==> config.mk <==
export PLATFORM = sky130hd
export DESIGN_NAME = rp8_tmr8
export DESIGN_NICKNAME = d
export VERILOG_FILES = /design/src/rtl/rp8_tmr8_pkg.sv /design/src/rtl/rp8_tmr8_presc.sv /design/src/rtl/rp8_tmr8.sv
export SDC_FILE = /design/constraint.sdc
export NUM_CORES = 1
export LEC_CHECK = 0
export CAP_MARGIN = 20
export CORE_MARGIN = 2
export CORE_UTILIZATION = 45
export DETAILED_ROUTE_END_ITERATION = 8
export PLACE_DENSITY = 0.79
export SLEW_MARGIN = 20
export SYNTH_ARGS = -nofsm -noshare
export SYNTH_HDL_FRONTEND = slang
export SYNTH_SLANG_ARGS = --single-unit
==> constraint.sdc <==
create_clock -name clk -period 1.85 [get_ports clk]
set_input_delay 0.185 -clock clk [delete_from_list [all_inputs] [get_ports clk]]
set_output_delay 0.185 -clock clk [all_outputs]
set_load 0.03 [all_outputs]
==> src/rtl/rp8_tmr8_pkg.sv <==
// rtl/rp8_tmr8_pkg.sv - register map, clock-select codes and helpers for the rp8 timer
package rp8_tmr8_pkg;

  localparam logic [2:0] TCCR  = 3'd0;
  localparam logic [2:0] TCNT  = 3'd1;
  localparam logic [2:0] OCR   = 3'd2;
  localparam logic [2:0] TIMSK = 3'd3;
  localparam logic [2:0] TIFR  = 3'd4;

  localparam int CTC  = 3;
  localparam int TOIE = 0;
  localparam int TOV  = 0;
  localparam int OCIE = 1;
  localparam int OCF  = 1;

  typedef enum logic [2:0] {
    STOP    = 3'd0,
    DIV1    = 3'd1,
    DIV8    = 3'd2,
    DIV64   = 3'd3,
    DIV256  = 3'd4,
    DIV1024 = 3'd5
  } cs_e;

  // Low-bit mask of the prescaler that must be all ones for a tick.
  function automatic logic [9:0] presc_mask(input logic [2:0] cs);
    case (cs)
      DIV1:    return 10'h000;
      DIV8:    return 10'h007;
      DIV64:   return 10'h03f;
      DIV256:  return 10'h0ff;
      DIV1024: return 10'h3ff;
      default: return 10'h000;
    endcase
  endfunction

  // Codes 6 and 7 behave like STOP.
  function automatic logic cs_running(input logic [2:0] cs);
    return (cs >= DIV1) && (cs <= DIV1024);
  endfunction

  function automatic logic [7:0] mwrite(input logic [7:0] cur, input logic [7:0] wdt,
                                        input logic [7:0] msk);
    return (wdt & msk) | (cur & ~msk);
  endfunction

endpackage

==> src/rtl/rp8_tmr8_presc.sv <==
// rtl/rp8_tmr8_presc.sv - 10-bit prescaler producing the timer count tick
module rp8_tmr8_presc
  import rp8_tmr8_pkg::*;
(
  input  logic       clk,
  input  logic       rst,
  input  logic       clr,
  input  logic [2:0] cs,
  output logic       tick
);

  logic [9:0] cnt;
  logic [9:0] mask;
  logic       run;

  assign mask = presc_mask(cs);
  assign run  = cs_running(cs);
  // A clearing cycle never ticks, so a clock-select change restarts a full period.
  assign tick = run && !clr && ((cnt & mask) == mask);

  always_ff @(posedge clk or posedge rst) begin
    if (rst) begin
      cnt <= 10'h000;
    end else if (clr || !run) begin
      cnt <= 10'h000;
    end else begin
      cnt <= cnt + 10'd1;
    end
  end

endmodule

==> src/rtl/rp8_tmr8.sv <==
// rtl/rp8_tmr8.sv - 8-bit timer/counter on the rp8 I/O bus with overflow and compare interrupts
module rp8_tmr8
  import rp8_tmr8_pkg::*;
#(
  parameter logic [5:0] BASE = 6'h30
) (
  input  logic       clk,
  input  logic       rst,
  input  logic       io_wen,
  input  logic       io_ren,
  input  logic [5:0] io_adr,
  input  logic [7:0] io_wdt,
  input  logic [7:0] io_msk,
  output logic [7:0] io_rdt,
  output logic [1:0] irq_req,
  input  logic [1:0] irq_ack
);

  logic [2:0] cs;
  logic       ctc;
  logic [7:0] tcnt;
  logic [7:0] ocr;
  logic       toie;
  logic       ocie;
  logic       tov;
  logic       ocf;

  logic [5:0] off;
  logic [2:0] sel;
  logic       hit;
  logic       wr_tccr;
  logic       wr_tcnt;
  logic       wr_ocr;
  logic       wr_timsk;
  logic       wr_tifr;
  logic [3:0] tccr_new;
  logic [1:0] timsk_new;
  logic [1:0] w1c;
  logic       cs_chg;
  logic       tick;
  logic       match;
  logic       hw_tov;
  logic       hw_ocf;
  logic [7:0] rd_val;

  // Addresses below BASE wrap to large offsets, so one compare covers both bounds.
  assign off = io_adr - BASE;
  assign hit = off < 6'd5;
  assign sel = off[2:0];

  assign wr_tccr  = io_wen && hit && (sel == TCCR);
  assign wr_tcnt  = io_wen && hit && (sel == TCNT);
  assign wr_ocr   = io_wen && hit && (sel == OCR);
  assign wr_timsk = io_wen && hit && (sel == TIMSK);
  assign wr_tifr  = io_wen && hit && (sel == TIFR);

  assign tccr_new  = (io_wdt[3:0] & io_msk[3:0]) | ({ctc, cs} & ~io_msk[3:0]);
  assign timsk_new = (io_wdt[1:0] & io_msk[1:0]) | ({ocie, toie} & ~io_msk[1:0]);
  assign w1c       = wr_tifr ? (io_wdt[1:0] & io_msk[1:0]) : 2'b00;
  assign cs_chg    = wr_tccr && (tccr_new[2:0] != cs);

  rp8_tmr8_presc u_presc (
    .clk  (clk),
    .rst  (rst),
    .clr  (cs_chg),
    .cs   (cs),
    .tick (tick)
  );

  // A CPU write to TCNT takes the whole cycle: no increment and no compare event.
  assign match  = (tcnt == ocr);
  assign hw_ocf = tick && !wr_tcnt && match;
  assign hw_tov = tick && !wr_tcnt && !ctc && (tcnt == 8'hff);

  always_comb begin
    rd_val = 8'h00;
    case (sel)
      TCCR:    rd_val = {4'h0, ctc, cs};
      TCNT:    rd_val = tcnt;
      OCR:     rd_val = ocr;
      TIMSK:   rd_val = {6'h00, ocie, toie};
      TIFR:    rd_val = {6'h00, ocf, tov};
      default: rd_val = 8'h00;
    endcase
  end

  always_ff @(posedge clk or posedge rst) begin
    if (rst) begin
      cs     <= 3'd0;
      ctc    <= 1'b0;
      tcnt   <= 8'h00;
      ocr    <= 8'h00;
      toie   <= 1'b0;
      ocie   <= 1'b0;
      tov    <= 1'b0;
      ocf    <= 1'b0;
      io_rdt <= 8'h00;
    end else begin
      if (wr_tccr) begin
        cs  <= tccr_new[2:0];
        ctc <= tccr_new[CTC];
      end
      if (wr_ocr) begin
        ocr <= mwrite(ocr, io_wdt, io_msk);
      end
      if (wr_timsk) begin
        toie <= timsk_new[TOIE];
        ocie <= timsk_new[OCIE];
      end
      if (wr_tcnt) begin
        tcnt <= mwrite(tcnt, io_wdt, io_msk);
      end else if (tick) begin
        tcnt <= (ctc && match) ? 8'h00 : tcnt + 8'd1;
      end
      // Hardware set beats a same-cycle software clear or vector acknowledge.
      tov <= hw_tov | (tov & ~(w1c[TOV] | irq_ack[0]));
      ocf <= hw_ocf | (ocf & ~(w1c[OCF] | irq_ack[1]));
      if (io_ren) begin
        io_rdt <= hit ? rd_val : 8'h00;
      end
    end
  end

  assign irq_req = {ocf & ocie, tov & toie};

endmodule
==> results of run 1 <==
[through the flow]
| step | total power, mW | hold WS, ps | cells | utilization [%] | worst slack [ps] |
|---|---|---|---|---|---|
| global placement | 1.85 | 477 | 395 | 60.3 | -305 |
| floorplan | 1.58 | 317 | 266 | - | 10.1 |
| global route | 2.80 | 401 | 404 | 63.5 | -120 |
| CTS | 2.62 | 342 | 404 | 62.7 | -23.3 |
| finish | 2.66 | 320 | 404 | 63.5 | -57.4 |
| detailed placement | 1.88 | 486 | 395 | 60.3 | -387 |
[worst min-delay path, cell delays in order]
cell and delay [ps]:
clkdlybuf4s50_1 390, inv_1 50, buf_4 450
[worst max path at each step]
stage               slack (ps)  cells after the start        end  startpoint
global placement          -310                      8  flip-flop   io_adr[4]
finish                     -60                      5        tov       cs[0]
floorplan                   10                      8  flip-flop   io_adr[2]
detailed placement        -390                      8  flip-flop   io_adr[4]
global route              -120                      6  flip-flop       cs[0]
CTS                        -20                      8  flip-flop   io_adr[4]
[cells by family after synthesis]
logic type / after synthesis
mux: 21
fa+ha+maj: 2
buf+inv: 25
flops: 42
xor+xnor: 18
compound gates: 37
simple gates: 121
[cells in the final DEF, fill, tap and decap left out, types with 2 or more instances in the layout]
cell type,instances
dfrtp_1,42
clkdlybuf4s50_1,37
buf_4,34
nand3_1,33
nand2_1,26
nor2_1,21
inv_1,12
xnor2_1,11
nand4_1,10
mux2_1,8
o22ai_1,8
o21ai_0,8
xor2_1,7
mux2_2,6
mux2i_1,6
nand3_2,5
clkbuf_8,5
nor2b_1,4
a21oi_1,4
a22oi_1,4
nor3_1,3
and3_1,3
nand3b_1,3
and3_4,2
or3_1,2
or2_2,2
o31ai_1,2
and2_1,2
ha_1,2
clkbuf_1,2
[power by group through the flow]
stage          clock network [mW]  registers (mW)  logic, mW
2_1_floorplan                   0            1.10      0.480
3_3_place_gp                    0            1.09      0.761
3_5_place_dp                    0            1.10      0.786
4_1_cts                     0.729            1.08      0.808
5_1_grt                     0.776            1.09      0.927
6_report                    0.723            1.08      0.851
[metal layers]
metal	vias up	GRT usage, %	routed length (um)
met5	-	0	0
met4	0	7.14	136
met1	1106	26.3	2620
met3	16	4.77	414
li1	1088	-	-
met2	92	39.1	3300
[area by class of cell]
| cell class | instances | share of cell area [%] |
|---|---|---|
| multi-input cells | 200 | 41.4 |
| flip-flops and latches | 42 | 32.0 |
| repair buffers | 72 | 19.4 |
| well taps | 70 | 2.66 |
| clock buffers | 7 | 2.32 |
| inverters | 12 | 1.37 |
| clock inverters | 1 | 0.914 |
[what timing repair did]
action	in CTS	in global routing
resized for setup	2	9
cloned	1	0
endpoints found under the setup margin	10	11
pin swaps	1	3
==> results.py, run 1 <==
metrics = {
    "final_layout": {
        "stdcell_area_um2": 3290,
        "fillers": 398,
        "area_delta_synth_final_pct": 34.2,
        "drive_gt1_share_pct": 18.9,
        "regArea_um2": 1050,
        "n_antenna_cell": 0,
        "multiInputGateArea_um2": 1360,
        "fin_nets": 363,
    },
    "route": {
        "drc": 0,
        "first_iter_violations": 247,
        "wl_per_cell_um": 16.0,
        "vias": 2302,
        "via_per_inst": 5.70,
        "first_pass_iters": 4,
        "wirelength_um": 6470,
        "drtAntennaViolNets": 0,
    },
    "clock_tree": {
        "clock-root-buffer": "clkbuf_8",
        "clkSinkCount": 42,
        "h-tree-depth": 2,
        "cts_buffers": 5,
        "hold_buffers": 0,
        "insertion_delay_ps": 300,
        "cts.path.max_buffers": 2,
        "cts_tree": "yes",
        "clk_pin_slew_ps": 80,
        "post_cts_buffers": 0,
    },
    "yosys": {
        "synth_top_area_share_pct": 42.9,
        "synth_area_um2": 2450,
        "synth_area_per_cell_um2": 9.21,
        "synth-edff-count": 0,
        "synth_fa_ha_area_share_pct": 1.02,
        "synth_nets": 296,
        "yosysWarnings": 0,
        "synth_ff_type": "dfrtp_1",
        "synthArstFlopShare_pct": 100,
        "postSynthCellCount": 266,
        "yosys.area_share.xor_xnor_pct": 6.44,
        "synth_seq_area_share_pct": 42.9,
        "synth_compound_area_share_pct": 10.7,
        "synth_simple_gate_area_share_pct": 25.1,
        "yosys-top-cells-area": "dfrtp_1, nand3_1, nand2_1",
        "synth_top_family_by_area": "simple AND/OR/NAND/NOR gates",
        "yosysUniqueCellTypes": 44,
        "synthMuxAreaShare_pct": 9.50,
        "synth_commonest_cells": "dfrtp_1, nand3_1, nand2_1",
        "synth.most_common_cell": "dfrtp_1",
        "synth_top_area_cell": "dfrtp_1",
        "synth-seq-cells": 42,
    },
    "power_and_ir_drop": {
        "p_clk_share_pct": 27.2,
        "p_per_area_nw_per_um2": 808,
        "swShare_pct": 31.2,
        "power_switching_mw": 0.828,
        "p_int_mw": 1.83,
        "p_comb_share_pct": 32.0,
        "power_leakage_nw": 1.42,
        "ir_drop_v": 0.000436,
        "power_frac_seq_pct": 40.7,
    },
    "grt": {
        "grt_pass1_vias": 2281,
        "grt_pass1_wl_um": 10600,
        "grtUsageTotal_pct": 22.0,
        "antenna_found_initial": 0,
        "grt_overflow": 0,
        "grt_max_degree": 43,
    },
    "setup_path": {
        "required_ps": 2050,
        "timing.rr.start": "cs[0]",
        "r2r_end": "tov",
        "path_max_fanout": 5,
        "rrSetupSlack_ps": -60,
        "arrival_ps": 2100,
        "path_cells": "xor2_1, a222oi_1, o21ai_4, a211o_4, o31ai_1",
        "path_class": "reg2reg",
        "crit_buf_inv": 0,
        "critPathTopFamily": "compound AO/OA/AOI/OAI gates",
        "cpMaxStageDelayCell": "a222oi_1",
        "critical_path.max_stage_delay_ps": 470,
        "critPathLaunchType": "flip-flop",
        "reg2reg_depth": 5,
        "worstSetupEndpointType": "flip-flop",
    },
    "place": {
        "portBuffers": 37,
        "dp_hpwl_um": 4650,
        "place_area_um2": 3120,
        "globalplace.congestion": 0.868,
    },
    "flow_run": {
        "cap_viol_max_count": 0,
    },
    "sta": {
        "finalHoldViolations": 0,
        "post-route-min-period_ps": 1910,
        "finalCritPeriodShare_pct": 103,
        "fin_skew_ps": 7.91,
        "setup_ws_ps": -57.4,
        "worstMarginPinSlew_ps": 555,
        "setup_tns_ps": -149,
        "slew_viol_final": 0,
        "slew-limit-headroom_pct": 63.0,
        "fmax_mhz": 524,
        "rsz0062_at_grt": "true",
        "setup_violations": 5,
    },
    "floorplan": {
        "dieHeight_um": 77.8,
        "die_area_um2": 6050,
        "ios": 38,
        "coreArea_um2": 5170,
        "initial_core_util_pct": 47.3,
        "fp-row-count": 26,
        "die_x_um": 77.8,
    },
    "status": {
        "status": "finished with violations",
        "violations": "setup timing",
    },
    "worst_hold_path": {
        "hold_path_class": "in2async",
    },
}
(Power assumes the default switching activity.)
==> run 2: changes to the inputs <==
DONT_BUFFER_PORTS = 1   (was not set)
PLACE_DENSITY = 0.7   (was 0.79)
==> run 2 against run 1 <==
Effect of this change:
- the flow still finishes with violations (setup timing)
- clock-buffer cell count shrank 2
- clock skew shrank 3.5 ps
- setup slack better by 22 ps
- critical path type unchanged
- highest routed layer unchanged
- register-to-register slack better by 20 ps
- die area unchanged
- largest cell class unchanged
==> results.py, run 2 (synthesis gave the netlist of run 1 again) <==
metrics = {
    "sta": {
        "slew_viol_final": 0,
        "setup_ws_ps": -35.8,
        "rsz0062_at_grt": "true",
        "setup_tns_ps": -39.3,
        "finalHoldViolations": 0,
        "worstMarginPinSlew_ps": 539,
        "post-route-min-period_ps": 1890,
        "slew-limit-headroom_pct": 64.1,
        "finalCritPeriodShare_pct": 102,
        "fin_skew_ps": 4.43,
        "fmax_mhz": 530,
        "setup_violations": 3,
    },
    "setup_path": {
        "path_cells": "xor2_1, a222oi_1, o21ai_2, a211oi_4, a21oi_2, mux2_4",
        "cpMaxStageDelayCell": "dfrtp_2",
        "arrival_ps": 2070,
        "critPathLaunch": "cs[2]",
        "critPathLaunchType": "flip-flop",
        "required_ps": 2040,
        "worstSetupEndpointType": "flip-flop",
        "path_class": "reg2reg",
        "path_max_fanout": 5,
        "timing.rr.start": "cs[2]",
        "critical_path.max_stage_delay_ps": 440,
    },
    "route": {
        "route.met2.wl_um": 2820,
        "wirelength_um": 5880,
        "drc": 0,
        "vias": 2029,
        "routed-wl-met3_um": 420,
        "drtAntennaViolNets": 0,
        "wl_met1_um": 2520,
        "first_iter_violations": 108,
        "highest_layer": "met4",
        "wl_per_cell_um": 16.6,
        "first_pass_iters": 4,
        "via_per_inst": 5.73,
    },
    "grt": {
        "grtUsageTotal_pct": 20.9,
        "grt_max_degree": 43,
        "grt_overflow": 0,
        "grt_pass1_wl_um": 9990,
        "grt_pass1_vias": 2086,
        "antenna_found_initial": 0,
    },
    "clock_tree": {
        "cts_tree": "yes",
        "h-tree-depth": 2,
        "insertion_delay_ps": 300,
        "cts.path.max_buffers": 2,
        "cts_buffers": 5,
        "clock-root-buffer": "clkbuf_8",
        "clk_pin_slew_ps": 80,
        "clkSinkCount": 42,
    },
    "power_and_ir_drop": {
        "p_per_area_nw_per_um2": 896,
        "p_clk_share_pct": 28.9,
        "power_frac_seq_pct": 43.3,
        "p_comb_share_pct": 27.8,
        "p_int_mw": 1.75,
        "power_switching_mw": 0.754,
        "ir_drop_v": 0.000456,
        "power_leakage_nw": 1.20,
        "swShare_pct": 30.1,
    },
    "place": {
        "portBuffers": 0,
        "place_area_um2": 2620,
        "globalplace.congestion": 0.788,
        "dp.cells": 341,
        "dp_hpwl_um": 4110,
        "post-place-ws_ps": -87.5,
    },
    "final_layout": {
        "drive_gt1_share_pct": 16.9,
        "postLayoutCoreUtil_pct": 54.0,
        "area_delta_synth_final_pct": 14.1,
        "n_antenna_cell": 0,
        "stdcell_area_um2": 2790,
        "final_cells": 354,
        "fin_nets": 313,
        "final_common_cell": "dfrtp_1",
        "fillers": 488,
        "layout_common_cells": "dfrtp_1, nand3_1, nand2_1",
    },
    "floorplan": {
        "initial_core_util_pct": 47.3,
        "coreArea_um2": 5170,
        "ios": 38,
        "dieHeight_um": 77.8,
        "die_area_um2": 6050,
        "fp-row-count": 26,
        "die_x_um": 77.8,
    },
    "status": {
        "status": "finished with violations",
        "violations": "setup timing",
    },
    "worst_hold_path": {
        "hold_path_class": "in2reg",
        "min_from": "io_wdt[6]",
    },
    "flow_run": {
        "cap_viol_max_count": 0,
    },
}
## run 2: layer usage
layer,vias to the layer above,global-route usage [%]
met1,972,25.8
met2,59,34.1
met4,0,7.86
met3,10,6.40
li1,988,-
met5,-,0
## run 2: power groups by stage
stage	Clock (mW)	Combinational (mW)	Sequential, mW
3_3_place_gp	0	0.638	1.10
6_report	0.723	0.696	1.09
4_1_cts	0.746	0.683	1.08
5_1_grt	0.772	0.778	1.10
3_5_place_dp	0	0.650	1.10
2_1_floorplan	0	0.480	1.10
## run 2: timing repair
| item | in CTS | in global routing |
|---|---|---|
| cloned | 1 | 0 |
| endpoints found under the hold margin | 50 | 0 |
| buffers inserted | 0 | 2 |
| pin swaps | 1 | 2 |
| resized for setup | 2 | 5 |
| endpoints found under the setup margin | 9 | 10 |
| hold buffers | 2 | 0 |
## run 2: layout make-up
class	instances	area (um^2)	area share, %
flip-flops and latches	42	1050	37.7
well taps	70	87.6	3.13
clock buffers	5	68.8	2.46
multi-input cells	200	1330	47.4
clock inverters	3	40.0	1.43
inverters	12	45.0	1.61
repair buffers	22	174	6.22
## run 2: path summary, 6_finish.rpt
path | slack [ps] | depth (start not counted) | to
setup / recovery | -40 | 6 | flip-flop
hold / removal | 10 | 1 | flip-flop
setup reg to reg | -40 | 6 | flip-flop
hold reg to reg | 490 | 1 | u_presc.cnt[0]
max in group asynchronous | 970 | 3 | cs[2]
min in group asynchronous | 470 | 3 | io_rdt[0]
## run 2: critical path, delay by kind of cell, from the launching register on
kind,cells,cell delay (ps)
compound gates,4,870
flops,1,440
mux,1,290
xor+xnor,1,170
## run 2: per-stage QoR
stage | hold WS, ps | total power [mW]
after floorplan | 317 | 1.58
after global placement | 250 | 1.73
after detailed placement | 257 | 1.75
after CTS | 4.23 | 2.51
after global routing | 1.52 | 2.65
final | 10.1 | 2.50
